**src/rtl/uart_pkg.sv**
```systemverilog
// uart_pkg: shared UART constants, frame types and parity helper.
// Also used by the UART transmitter (divisor, parity).
package uart_pkg;

  localparam int BAUD_DIV_DEFAULT = 868;
  localparam int DATA_BITS        = 8;
  localparam int FIFO_DEPTH       = 4;

  typedef enum logic [2:0] {
    IDLE,
    START,
    DATA,
    PARITY,
    STOP1,
    STOP2,
    BRK_WAIT
  } rx_state_t;

  typedef struct packed {
    logic                 frame_err;
    logic                 parity_err;
    logic [DATA_BITS-1:0] data;
  } rx_frame_t;

  // Parity bit the sender puts on the line
  function automatic logic par(
    input logic [DATA_BITS-1:0] data,
    input logic                 odd
  );
    return ^data ^ odd;
  endfunction

endpackage

```
**src/rtl/uart_rx_if.sv**
```systemverilog
// uart_rx_if: received-byte valid/ready bundle with error flags.
// master = receiver side, slave = consumer side.
interface uart_rx_if;
  import uart_pkg::*;

  logic [DATA_BITS-1:0] rx_data;
  logic                 rx_valid;
  logic                 rx_ready;
  logic                 parity_err;
  logic                 frame_err;

  modport master (
    output rx_data, rx_valid,
    output parity_err, frame_err,
    input  rx_ready
  );

  modport slave (
    input  rx_data, rx_valid,
    input  parity_err, frame_err,
    output rx_ready
  );

endinterface

```
**src/rtl/uart_rx_fifo.sv**
```systemverilog
// uart_rx_fifo: small frame FIFO behind the receiver FSM.
// DEPTH must be a power of two; caller never pushes when full w/o pop.
module uart_rx_fifo
  import uart_pkg::*;
#(
  parameter  int DEPTH = FIFO_DEPTH,
  localparam int PTR_W = $clog2(DEPTH)
) (
  input  logic      clk,
  input  logic      rst,
  input  logic      push_i,
  input  rx_frame_t frame_i,
  input  logic      pop_i,
  output rx_frame_t frame_o,
  output logic      empty_o,
  output logic      full_o
);

  rx_frame_t        mem_q [DEPTH];
  logic [PTR_W-1:0] wr_q;
  logic [PTR_W-1:0] rd_q;
  logic [PTR_W:0]   cnt_q;

  assign empty_o = (cnt_q == '0);
  assign full_o  = (cnt_q == (PTR_W+1)'(DEPTH));
  assign frame_o = mem_q[rd_q];

  always_ff @(posedge clk) begin
    if (rst) begin
      for (int i = 0; i < DEPTH; i++) begin
        mem_q[i] <= '0;
      end
      wr_q  <= '0;
      rd_q  <= '0;
      cnt_q <= '0;
    end else begin
      if (push_i) begin
        mem_q[wr_q] <= frame_i;
        wr_q        <= wr_q + PTR_W'(1);
      end
      if (pop_i) begin
        rd_q <= rd_q + PTR_W'(1);
      end
      unique case ({push_i, pop_i})
        2'b10:   cnt_q <= cnt_q + (PTR_W+1)'(1);
        2'b01:   cnt_q <= cnt_q - (PTR_W+1)'(1);
        default: cnt_q <= cnt_q;
      endcase
    end
  end

endmodule

```
**src/rtl/uart_rx.sv**
```systemverilog
// uart_rx: UART receiver, start + 8 data (LSB first) + parity + 1/2 stop.
// Define UART_RX_FIFO_EN for a FIFO_DEPTH-entry output FIFO.
module uart_rx
  import uart_pkg::*;
#(
  parameter  int BAUD_DIVISOR = BAUD_DIV_DEFAULT,
  localparam int CNT_W        = $clog2(BAUD_DIVISOR)
) (
  input  logic      clk,
  input  logic      rst,
  input  logic      rx_in_i,
  input  logic      odd_parity_i,
  input  logic      two_stop_i,
  uart_rx_if.master rx_if,
  output logic      overrun_o,
  output logic      rx_busy_o
);

  localparam int BIT_W = $clog2(DATA_BITS);
  localparam logic [CNT_W-1:0] HALF = CNT_W'(BAUD_DIVISOR / 2 - 1);
  localparam logic [CNT_W-1:0] FULL = CNT_W'(BAUD_DIVISOR - 1);
  localparam logic [BIT_W-1:0] LAST = BIT_W'(DATA_BITS - 1);

  logic [1:0]           sync_q;
  logic                 rxs;
  rx_state_t            state_q;
  logic [CNT_W-1:0]     cnt_q;
  logic                 tick;
  logic [BIT_W-1:0]     bit_q;
  logic [DATA_BITS-1:0] shift_q;
  logic                 odd_q;
  logic                 two_q;
  logic                 perr_q;
  logic                 ferr_q;
  logic                 done_q;
  logic                 ovr_q;
  rx_frame_t            frm;

  assign rxs       = sync_q[1];
  assign tick      = (cnt_q == '0);
  assign rx_busy_o = (state_q != IDLE);
  assign frm       = {ferr_q, perr_q, shift_q};
  assign overrun_o = ovr_q;

  always_ff @(posedge clk) begin
    if (rst) begin
      sync_q  <= 2'b11;
      state_q <= IDLE;
      cnt_q   <= '0;
      bit_q   <= '0;
      shift_q <= '0;
      odd_q   <= 1'b0;
      two_q   <= 1'b0;
      perr_q  <= 1'b0;
      ferr_q  <= 1'b0;
      done_q  <= 1'b0;
    end else begin
      sync_q <= {sync_q[0], rx_in_i};
      done_q <= 1'b0;
      if (!tick) begin
        cnt_q <= cnt_q - CNT_W'(1);
      end
      unique case (state_q)
        IDLE: begin
          if (!rxs) begin
            cnt_q   <= HALF;
            odd_q   <= odd_parity_i;
            two_q   <= two_stop_i;
            state_q <= START;
          end
        end
        START: begin
          if (tick) begin
            if (rxs) begin
              state_q <= IDLE;
            end else begin
              cnt_q   <= FULL;
              bit_q   <= '0;
              state_q <= DATA;
            end
          end
        end
        DATA: begin
          if (tick) begin
            shift_q[bit_q] <= rxs;
            cnt_q          <= FULL;
            bit_q          <= bit_q + BIT_W'(1);
            if (bit_q == LAST) begin
              state_q <= PARITY;
            end
          end
        end
        PARITY: begin
          if (tick) begin
            perr_q  <= (rxs != par(shift_q, odd_q));
            ferr_q  <= 1'b0;
            cnt_q   <= FULL;
            state_q <= STOP1;
          end
        end
        STOP1: begin
          if (tick) begin
            ferr_q <= !rxs;
            cnt_q  <= FULL;
            if (two_q && rxs) begin
              state_q <= STOP2;
            end else begin
              done_q  <= 1'b1;
              state_q <= rxs ? IDLE : BRK_WAIT;
            end
          end
        end
        STOP2: begin
          if (tick) begin
            ferr_q  <= !rxs;
            done_q  <= 1'b1;
            state_q <= rxs ? IDLE : BRK_WAIT;
          end
        end
        BRK_WAIT: begin
          if (rxs) begin
            state_q <= IDLE;
          end
        end
        default: state_q <= IDLE;
      endcase
    end
  end

`ifdef UART_RX_FIFO_EN
  logic      f_empty;
  logic      f_full;
  logic      f_pop;
  logic      f_push;
  rx_frame_t head;

  // A pop in the same cycle frees the slot for a full-FIFO push
  assign f_pop  = !f_empty && rx_if.rx_ready;
  assign f_push = done_q && (!f_full || f_pop);

  uart_rx_fifo #(
    .DEPTH(FIFO_DEPTH)
  ) u_fifo (
    .clk    (clk),
    .rst    (rst),
    .push_i (f_push),
    .frame_i(frm),
    .pop_i  (f_pop),
    .frame_o(head),
    .empty_o(f_empty),
    .full_o (f_full)
  );

  always_ff @(posedge clk) begin
    if (rst) begin
      ovr_q <= 1'b0;
    end else begin
      ovr_q <= done_q && f_full && !f_pop;
    end
  end

  assign rx_if.rx_valid   = !f_empty;
  assign rx_if.rx_data    = head.data;
  assign rx_if.parity_err = head.parity_err;
  assign rx_if.frame_err  = head.frame_err;
`else
  logic      valid_q;
  rx_frame_t out_q;

  always_ff @(posedge clk) begin
    if (rst) begin
      valid_q <= 1'b0;
      out_q   <= '0;
      ovr_q   <= 1'b0;
    end else begin
      ovr_q <= 1'b0;
      if (done_q) begin
        if (!valid_q || rx_if.rx_ready) begin
          out_q   <= frm;
          valid_q <= 1'b1;
        end else begin
          ovr_q <= 1'b1;
        end
      end else if (valid_q && rx_if.rx_ready) begin
        valid_q <= 1'b0;
      end
    end
  end

  assign rx_if.rx_valid   = valid_q;
  assign rx_if.rx_data    = out_q.data;
  assign rx_if.parity_err = out_q.parity_err;
  assign rx_if.frame_err  = out_q.frame_err;
`endif

endmodule

```
**src/flat_wrapper.sv**
```systemverilog
// flat-port wrapper written by rule: the top's interface ports become plain ports
module uart_rx_flat import uart_pkg::*;
#(
  parameter  int BAUD_DIVISOR = BAUD_DIV_DEFAULT,
  localparam int CNT_W        = $clog2(BAUD_DIVISOR)
)
  (clk, rst, rx_in_i, odd_parity_i, two_stop_i, overrun_o, rx_busy_o, rx_if_rx_data, rx_if_rx_valid, rx_if_parity_err, rx_if_frame_err, rx_if_rx_ready);
  uart_rx_if rx_if_i ();
  input  logic clk;
  input  logic rst;
  input  logic rx_in_i;
  input  logic odd_parity_i;
  input  logic two_stop_i;
  output logic overrun_o;
  output logic rx_busy_o;
  output wire logic [$bits(rx_if_i.rx_data)-1:0] rx_if_rx_data;
  output wire logic [$bits(rx_if_i.rx_valid)-1:0] rx_if_rx_valid;
  output wire logic [$bits(rx_if_i.parity_err)-1:0] rx_if_parity_err;
  output wire logic [$bits(rx_if_i.frame_err)-1:0] rx_if_frame_err;
  input wire logic [$bits(rx_if_i.rx_ready)-1:0] rx_if_rx_ready;
  assign rx_if_rx_data = rx_if_i.rx_data;
  assign rx_if_rx_valid = rx_if_i.rx_valid;
  assign rx_if_parity_err = rx_if_i.parity_err;
  assign rx_if_frame_err = rx_if_i.frame_err;
  assign rx_if_i.rx_ready = rx_if_rx_ready;
  uart_rx #(.BAUD_DIVISOR(BAUD_DIVISOR)) u_core (.clk(clk), .rst(rst), .rx_in_i(rx_in_i), .odd_parity_i(odd_parity_i), .two_stop_i(two_stop_i), .rx_if(rx_if_i), .overrun_o(overrun_o), .rx_busy_o(rx_busy_o));
endmodule
```
**config.mk**
```make
export PLATFORM = sky130hd
export DESIGN_NAME = uart_rx_flat
export DESIGN_NICKNAME = d
export VERILOG_FILES = /design/src/rtl/uart_pkg.sv /design/src/rtl/uart_rx_if.sv /design/src/rtl/uart_rx_fifo.sv /design/src/rtl/uart_rx.sv /design/src/flat_wrapper.sv
export SDC_FILE = /design/constraint.sdc
export NUM_CORES = 1
export LEC_CHECK = 0
export ABC_CLOCK_PERIOD_IN_PS = 3040
export CORE_MARGIN = 3
export CORE_UTILIZATION = 55
export DETAILED_ROUTE_END_ITERATION = 8
export PLACE_DENSITY = 0.84
export RECOVER_POWER = 50
export SLEW_MARGIN = 5
export SYNTH_ARGS = -nofsm -noshare
export SYNTH_HDL_FRONTEND = slang
export SYNTH_SLANG_ARGS = --single-unit
```
**constraint.sdc**
```tcl
create_clock -name clk -period 3.04 [get_ports clk]
set_clock_uncertainty 0.2 [all_clocks]
set_input_delay 0.76 -clock clk [delete_from_list [all_inputs] [get_ports clk]]
set_output_delay 0.76 -clock clk [all_outputs]
set_load 0.01 [all_outputs]
```
### Word-level counts from Yosys, hierarchy flattened

Index checks and enable logic that the tools add are counted.

* register bits after elaboration: 43
* bits in latches: 0
* memory bits (writable): 0
* ROM bits: 0
* input port bits: 6
* output and inout bits: 13
* word-level logic and storage cells: 101
* memories: 0

* add/subtract/negate cells: 2
* $mul: 0
* div/mod/pow operators: 0
* $lt $le $gt $ge: 2
* eq/ne operators: 19
* shifts and indexed selects: 0
* mux-type cells: 36
* bitwise gates (word level): 3
* reduce and logical (&&, ||, !) cells: 24

Operators with widths (count)
* $mux 10: 5
* $mux 3: 13
* $pmux 10 s3: 1
* $pmux 3 s7: 1
* $ne 2x1->1 const B: 8
* $eq 3x3->1 const B: 4
* $logic_not 10->1: 1
* $mux 1: 10
* $reduce_and 2->1: 5
* $sub 10x1->10 const B: 1
* $bwmux 8: 1
* $reduce_and 8->1: 1
* $reduce_xor 8->1: 1
* $eq 3x2->1 const B: 2
* $ne 2x2->1 const B: 3
* $pmux 3 s2: 1
* $reduce_bool 2->1: 3
* $lt 3x4->1 const B: 1
* $pmux 1 s2: 2
* $reduce_and 4->1: 1
* $reduce_or 2->1: 2
* $add 3x1->3 const B: 1
* $demux 1 s3: 1
* $eq 3x1->1 const B: 1
* other kinds (12): 16

### Longest topological paths before layout

Gate-level depths: netlist of run 1.

* word-level depth: 5
* depth in mapped cells: 11
* mapped depth without buffers: 10

### Worst setup path after synthesis of run 1

No wires, ideal clock.

* kind: register -> register
* start point: reg u_core.cnt_q[0]
* end point: reg u_core.cnt_q[0]
* setup time: 0.132 ns
* arrival time: 2.338 ns
* required time: 2.708 ns
* path slack: 0.370 ns
* cell stages (with the launch flop): 12
* path buffers: 1
* clock period less this slack: 2.670 ns
* cell sequence: dfxtp_1 inv_1 ha_1 or4b_4 nor3_4 inv_2 buf_2 ha_1 nand2_1 o31ai_1 a222oi_1 o21ai_0

* word-level cells in the longest chain between the ends: 5
* elaborated cells between the ends (all ways): 8
* those cells by class: 1 x add/sub; 6 x mux; 1 x reduce/logical

RTL lines
* from (decl): RTL line uart_rx.sv:27 `logic [CNT_W-1:0] cnt_q;`
* from (signal assigned): RTL line uart_rx.sv:61 `cnt_q <= cnt_q - CNT_W'(1);`
* $sub 10x1->10 or $logic_not 10->1 (tied branches): RTL line uart_rx.sv:61, uart_rx.sv:40
* $mux 10: RTL line uart_rx.sv:60 `if (!tick) begin`
* $mux 10: RTL line uart_rx.sv:74 `if (rxs) begin`
* $mux 10: RTL line uart_rx.sv:73 `if (tick) begin`
* $pmux 10 s3 (*): RTL line uart_rx.sv:63 `unique case (state_q)`

Every way passes the cells marked *; elsewhere a longest branch is shown, timed or not.
A chain may end at the register's enable or synchronous reset.

### Final worst setup path of run 1

Ends and elaborated chain as after synthesis.

==> summary.md, run 1 <==
| Metric | Value |
|---|---|
| Status | complete, no violations |
| Max H-tree Level | 2 |
| Ant diodes | 0 |
| Max FO, Critical Path | 5 |
| First-pass GRT wire length | approximately 8400 um |
| Syn_nets | ~280 |
| FILL cells | between 300 and 400 |
| Synthesis-to-layout area growth | 14.1% |
| Worst path buffer plus inverter count | 2 |
| CTS root buf | clkbuf_8 |
| Total GRT Usage | about a fifth |
| Worst path top cell family by delay | simple AND/OR/NAND/NOR gates |
| Row cnt | 22 |
| Pin count of the biggest net entering global routing | 39 |
| Postcts setup bufs | 0 |
| Distinct cells, synth | 52 |
| Max-cap violation count | 0 |
| CTS buffer count | 5 |
| Final Hold Viols | 0 |
| DP Wirelength | around 3400 um |
| Clock sinks | 43 |
| Yosys top cell by area | dfxtp_1 |
| Layout cells sized above 1 | 10.2% |
| Slowest Stage Delay on Critical Path | 0.50 ns |
| Initial antenna violation count | 0 |
| Hold_ws | 0.217 ns |
| Remaining Overflow, GRT | 0 |
| Number of synthesized register bits | 43 |
| TritonRoute pass-1 iters | 4 |
| Worst Max-Slew Pin Slew | 0.800 ns |
| Cell mode on critical path | ha_1 |
| Buffers added on ports | 18 |
| Syn Inst Count | 268 |
| Setup TNS Final | 0 ns |
| Yosys warning count | 0 |
| Latest clock arrival within the worst-skew pair | approximately 0.3 ns |
| Critical Path End Type | flop |
| Max Clk Rate | a little under 400 MHz |
| Total number of vias | between 2000 and 2500 |
| Fin crit share | 85.2% |
| Synth top area share | between 30% and 40% |
| DRC viols | 0 |
| Final core occ | between 60 and 70% |
| IO Count | 19 |
| Routability cong. | 0.906 |
| Avg WL per Cell | roughly 15 um |
| Post-synth top cells | dfxtp_1 (43), a21oi_1 (23), nor2_1 (20), mux2i_1 (15), nand2_1 (15) |
| Synth Flop Type | dfxtp_1 |
| Top-count cell post-synth | dfxtp_1 |
| Setup-failing EPs final | 0 |
| VDD IR max | 523 uV |
| Drt first-iter violations | approximately 140 |
| Arr. time, crit path | approximately 2.5 ns |
| Slew Limit Fails | 0 |
| Crit-path slowest cell | or4b_4 |
| Starting Density | 59.9% |
| DIE WIDTH | slightly above 70 um |
| Required time worst endpoint | roughly 3.0 ns |
| Slew margin rel. | 46.7% |
| RSZ-0062 raised after global routing | no |
| Async S/R FF share, synth | 0% |
| Hold Path Class | flop to flop |
| Die Area | roughly 5000 sq um |
| Routed WL | 4990 um |
| Core footprint | between 3000 and 4000 sq um |
| Post_cts resized | 0 |
| Vias/cell | slightly above 6 |
| Post-synth EDFFs | 0 |
| CTS Buffer Depth | 2 |
| Fin nets | approximately 290 |
| Reg clk slew, reported paths | about 0.08 ns |
| TritonCTS clock tree | done |
| Crit-path cells | inv_1 > ha_1 > or4b_4 > nor3_4 > inv_2 > ha_1 > nand2_1 > o31ai_1 > a222oi_1 > o21ai_0 |
| PD cells | 657 nW/um^2 |
| Vias in the first global route | 1787 |
| Min Tclk post-route | 2.59 ns |
| Die H | between 70 and 80 um |
| Synthesized area | roughly 2300 sq um |
| Worst Setup Start Kind | flop |
| Antenna viol nets, final | 0 |
| CP Class | flop to flop |
| Lkg Pwr | roughly 0.0011 uW |
| Hold-fix buffers, CTS | 0 |
| Synth top area cells | dfxtp_1 (37%), mux2i_1 (6.5%), a21oi_1 (5.0%) |
| Mapped Avg Cell Area | roughly 8.6 sq um |
| Sequential area share after synthesis | roughly 37% |
[report_power, final]
group          leakage [uW]  internal, uW  switching (uW)
Clock             0.0000505           207             193
Combinational      0.000666           279             348
Sequential         0.000349           619            84.1
[worst reg2reg max path, delay by kind of cell, from the launching register on]
| kind | cells | cell delay (ns) |
|---|---|---|
| adders and majority gates | 2 | 0.47 |
| and+or+nand+nor | 3 | 0.78 |
| DFF | 1 | 0.36 |
| AOI/OAI and AO/OA | 3 | 0.49 |
| buffers and inverters | 2 | 0.15 |
[cell families (layout without fill, tap and decap cells)]
kind of cell,Yosys count,after routing,synth area share (%)
and+or+nand+nor,97,97,24.9
AOI/OAI and AO/OA,67,67,18.9
DFF,43,43,37.3
buffers and inverters,32,48,5.59
muxes,15,15,6.51
xor gates and xnor gates,9,9,4.01
adders and majority gates,5,5,2.71
[through the flow]
step | instances | setup WS, ns | total power, uW | area, sq um
floorplan | 268 | 0.370 | 1160 | 2310
global placement | 324 | 0.573 | 1320 | 2530
detailed placement | 324 | 0.520 | 1340 | 2530
CTS | 332 | 0.486 | 1730 | 2640
global route | 332 | 0.271 | 1830 | 2630
finish | 332 | 0.451 | 1730 | 2630
[area by class of cell]
type                       count  area (sq um)  area share, %
inverter                      13          48.8           1.85
timing repair buffer          27           241           9.17
clock buffer                   7          96.3           3.66
clock inverter                 1          7.51          0.285
multi-input combinational    193          1320           50.0
tap                           48          60.1           2.28
sequential                    43           861           32.7
[cell usage in the layout, fill, tap and decap left out, drive strengths merged, types with 6 or more instances in the layout]
cell	netlist	routed
a21oi	23	23
a31oi	6	6
buf	8	7
clkbuf	11	9
clkdlybuf4s50	0	8
dfxtp	43	43
dlygate4sd3	0	10
inv	12	12
mux2i	15	15
nand2	15	15
nand2b	7	7
nand4	11	11
nor2	20	20
nor2b	7	7
nor3	6	6
o21ai	11	11
xnor2	6	6
[sequential cells by signal, summed over array words and instances (netlist names), 2 cells and up]
| name | flops |
|---|---|
| u_core.bit_q | 3 |
| u_core.cnt_q | 10 |
| u_core.rx_if.rx_data | 8 |
| u_core.shift_q | 8 |
| u_core.state_q | 3 |
| u_core.sync_q | 2 |
[layer usage]
layer	global-route usage (%)	vias up	routed length, um
met5	0	-	0
met4	4.38	0	48
met3	4.69	6	276
met2	32.1	63	2270
met1	29.6	936	2400
li1	-	1018	-
[worst paths after layout]
| check | slack, ns | depth (start not counted) | to | start |
|---|---|---|---|---|
| worst min register to register | 0.22 | 1 | u_core.sync_q[1] | u_core.sync_q[0] |
| worst max-delay path | 0.45 | 10 | u_core.cnt_q[0] | u_core.cnt_q[0] |
| worst max register to register | 0.45 | 10 | u_core.cnt_q[0] | u_core.cnt_q[0] |
| worst min-delay path | 0.22 | 1 | u_core.sync_q[1] | u_core.sync_q[0] |
Power figures use the tool's default switching activity.
==> run 2, diff against run 1 <==
--- a/config.mk
+++ b/config.mk
@@ -9,6 +9,7 @@
 export CORE_MARGIN = 3
 export CORE_UTILIZATION = 55
 export DETAILED_ROUTE_END_ITERATION = 8
+export GPL_TIMING_DRIVEN = 0
 export PLACE_DENSITY = 0.84
 export RECOVER_POWER = 50
 export SLEW_MARGIN = 5
==> run 2 against run 1 <==
  * Clock power down 8.3%
  * Core utilization grew 0.97 points
  * Sequential share of layout area decreased by 0.41 points
  * Non-clock buffer count rose by 14
  * Global-route usage is 0.75 points higher
  * Cell count increased by 4.2%
  * Power down 1.1%
  * Worst hold slack better by 0.017 ns
  * Die area did not move
  * Sequential cell count stayed put
  * First-iteration DRC count rose by 1.5%
  * Critical path depth grew 1
  * Largest cell class unchanged
  * Largest power group unchanged
==> summary.md, run 2 (same netlist as run 1, synthesis figures left out) <==
| Metric | Value |
|---|---|
| Buffers added on ports | 18 (unchanged) |
| Critical Path End Type | flop (unchanged) |
| Finished Cell Area | 2670 sq um (was 2630 sq um) |
| Required time worst endpoint | 3.01 ns (was 2.99 ns) |
| Total number of vias | 2104 (was 2023) |
| Core footprint | 3850 sq um (unchanged) |
| Layout cells sized above 1 | 9.73% (was 10.2%) |
| Worst Setup Start Kind | flop (unchanged) |
| Slew Limit Fails | 0 (unchanged) |
| TritonCTS clock tree | done (unchanged) |
| Final Hold Viols | 0 (unchanged) |
| Min Tclk post-route | 2.90 ns (was 2.59 ns) |
| Max Clk Rate | 345 MHz (was 386 MHz) |
| IO Count | 19 (unchanged) |
| Routed WL | 5220 um (was 4990 um) |
| Fin crit share | 95.4% (was 85.2%) |
| Setup-failing EPs final | 0 (unchanged) |
| Ant diodes | 0 (unchanged) |
| Total GRT Usage | 21.5% (was 20.7%) |
| CTS buffer count | 5 (unchanged) |
| CTS Buffer Depth | 2 (unchanged) |
| Reg with most FFs | u_core.cnt_q (unchanged) |
| Latest clock arrival within the worst-skew pair | 0.30 ns (about the same) |
| Vias in the first global route | 1909 (was 1787) |
| Avg WL per Cell | 15.1 um (was 15.0 um) |
| Routability cong. | 0.905 (was 0.906) |
| VDD IR max | 509 uV (was 523 uV) |
| Met2 WL | 2360 um (was 2270 um) |
| Die H | 70.8 um (unchanged) |
| Top Layer Used | met4 (unchanged) |
| DRT met1 WL | 2410 um (was 2400 um) |
| Hold depth | 1 (unchanged) |
| Met3 wire len | 353 um (was 276 um) |
| Starting Density | 59.9% (unchanged) |
| Arr. time, crit path | 2.87 ns (was 2.54 ns) |
| Reg clk slew, reported paths | 0.09 ns (was 0.08 ns) |
| Initial antenna violation count | 0 (unchanged) |
| PD cells | 641 nW/um^2 (was 657 nW/um^2) |
| Synthesis-to-layout area growth | 15.7% (was 14.1%) |
| Row cnt | 22 (unchanged) |
| Hold Path Class | flop to flop (unchanged) |
| Drt first-iter violations | 137 (was 135) |
| Die Area | 5010 sq um (unchanged) |
| Worst Max-Slew Pin Slew | 0.711 ns (was 0.800 ns) |
| Pin count of the biggest net entering global routing | 15 (was 39) |
| Remaining Overflow, GRT | 0 (unchanged) |
| DIE WIDTH | 70.8 um (unchanged) |
| DRC viols | 0 (unchanged) |
| Vias/cell | 6.08 (was 6.09) |
| Lkg Pwr | 0.00108 uW (was 0.00107 uW) |
| Commonest non-fill, non-tap cells in the layout | dfxtp_1 (42), a21oi_1 (23), nor2_1 (20), nand2_1 (15), mux2i_1 (15) (was dfxtp_1 (43), a21oi_1 (23), nor2_1 (20), nand2_1 (15), mux2i_1 (15)) |
| CTS root buf | clkbuf_8 (unchanged) |
| Commonest non-fill, non-tap cell in the layout | dfxtp_1 (unchanged) |
| Hold-fix buffers, CTS | 0 (unchanged) |
| CP Class | flop to flop (unchanged) |
| Fin nets | 308 (was 294) |
| Max H-tree Level | 2 (unchanged) |
| Final core occ | 69.3% (was 68.3%) |
| Max-cap violation count | 0 (unchanged) |
| Placed cell area | 2550 sq um (was 2530 sq um) |
| Clock sinks | 43 (unchanged) |
| First-pass GRT wire length | 8730 um (was 8450 um) |
| Max reg flops | 10 (unchanged) |
| Antenna viol nets, final | 0 (unchanged) |
| Setup TNS Final | 0 ns (unchanged) |
| TritonRoute pass-1 iters | 4 (unchanged) |
| Slew margin rel. | 52.5% (was 46.7%) |
| RSZ-0062 raised after global routing | no (unchanged) |
| Status | complete, no violations (unchanged) |
| Max FO, Critical Path | 10 (was 5) |
| Worst Reg-to-Reg Cells | 11 (was 10) |
| DP Wirelength | 3590 um (was 3420 um) |
run 2: changes by cell type in the layout (fill, tap and decap cells not counted), moves of 2 or more:
cell	before	now
clkbuf_8	7	5
clkbuf_1	1	12
clkdlybuf4s50_1	8	5
buf_1	0	4
dlygate4sd3_1	10	13
run 2: final timing paths:
path / endpoint / slack, ns / start
max: u_core.cnt_q[0] / 0.14 / u_core.cnt_q[1]
min: u_core.sync_q[1] / 0.23 / u_core.sync_q[0]
max reg2reg: u_core.cnt_q[0] / 0.14 / u_core.cnt_q[1]
min reg2reg: u_core.sync_q[1] / 0.23 / u_core.sync_q[0]
run 2: worst max-delay path, stage by stage (launching register included):
cell      delay [ns]
dfxtp_1         0.33
inv_1           0.10
ha_1            0.17
or4b_4          0.50
nor3_4          0.28
inv_2           0.09
buf_4           0.19
ha_1            0.32
nand2_1         0.08
o31ai_1         0.07
a222oi_1        0.32
o21ai_0         0.11
run 2: timing repair:
action	CTS	global route
pin swaps	1	2
endpoints found under the setup margin	1	1
buffers inserted	0	4
resized for setup	0	3
run 2: area by class of cell:
| cell class | instances | area (sq um) |
|---|---|---|
| inverter | 13 | 48.8 |
| clock buffer | 5 | 68.8 |
| clock inverter | 3 | 20.0 |
| timing repair buffer | 22 | 210 |
| multi-input combinational | 193 | 1320 |
| sequential | 43 | 862 |
| fill | 294 | 1180 |
| tap | 48 | 60.1 |
| buffer | 19 | 82.6 |
run 2: per-stage QoR:
step                      std cells  hold slack (ns)  total power, uW  worst slack [ns]
after floorplan                 268            0.189             1160             0.370
after global placement          334            0.205             1280          -0.00391
after detailed placement        334            0.207             1290           0.00431
after CTS                       342            0.228             1660            0.0295
after global routing            346            0.249             1810            0.0247
final                           346            0.234             1710             0.141
run 2: where the power goes:
part           switching [uW]  internal (uW)  total [uW]
logic                     358            293         652
clock network             207            160         367
registers                71.0            620         691
run 2: layer usage:
layer  GRT usage, %  up-vias
li1               -     1037
met1           29.1      976
met2           33.7       77
met3           5.40       14
met4           6.68        0
met5              0        -
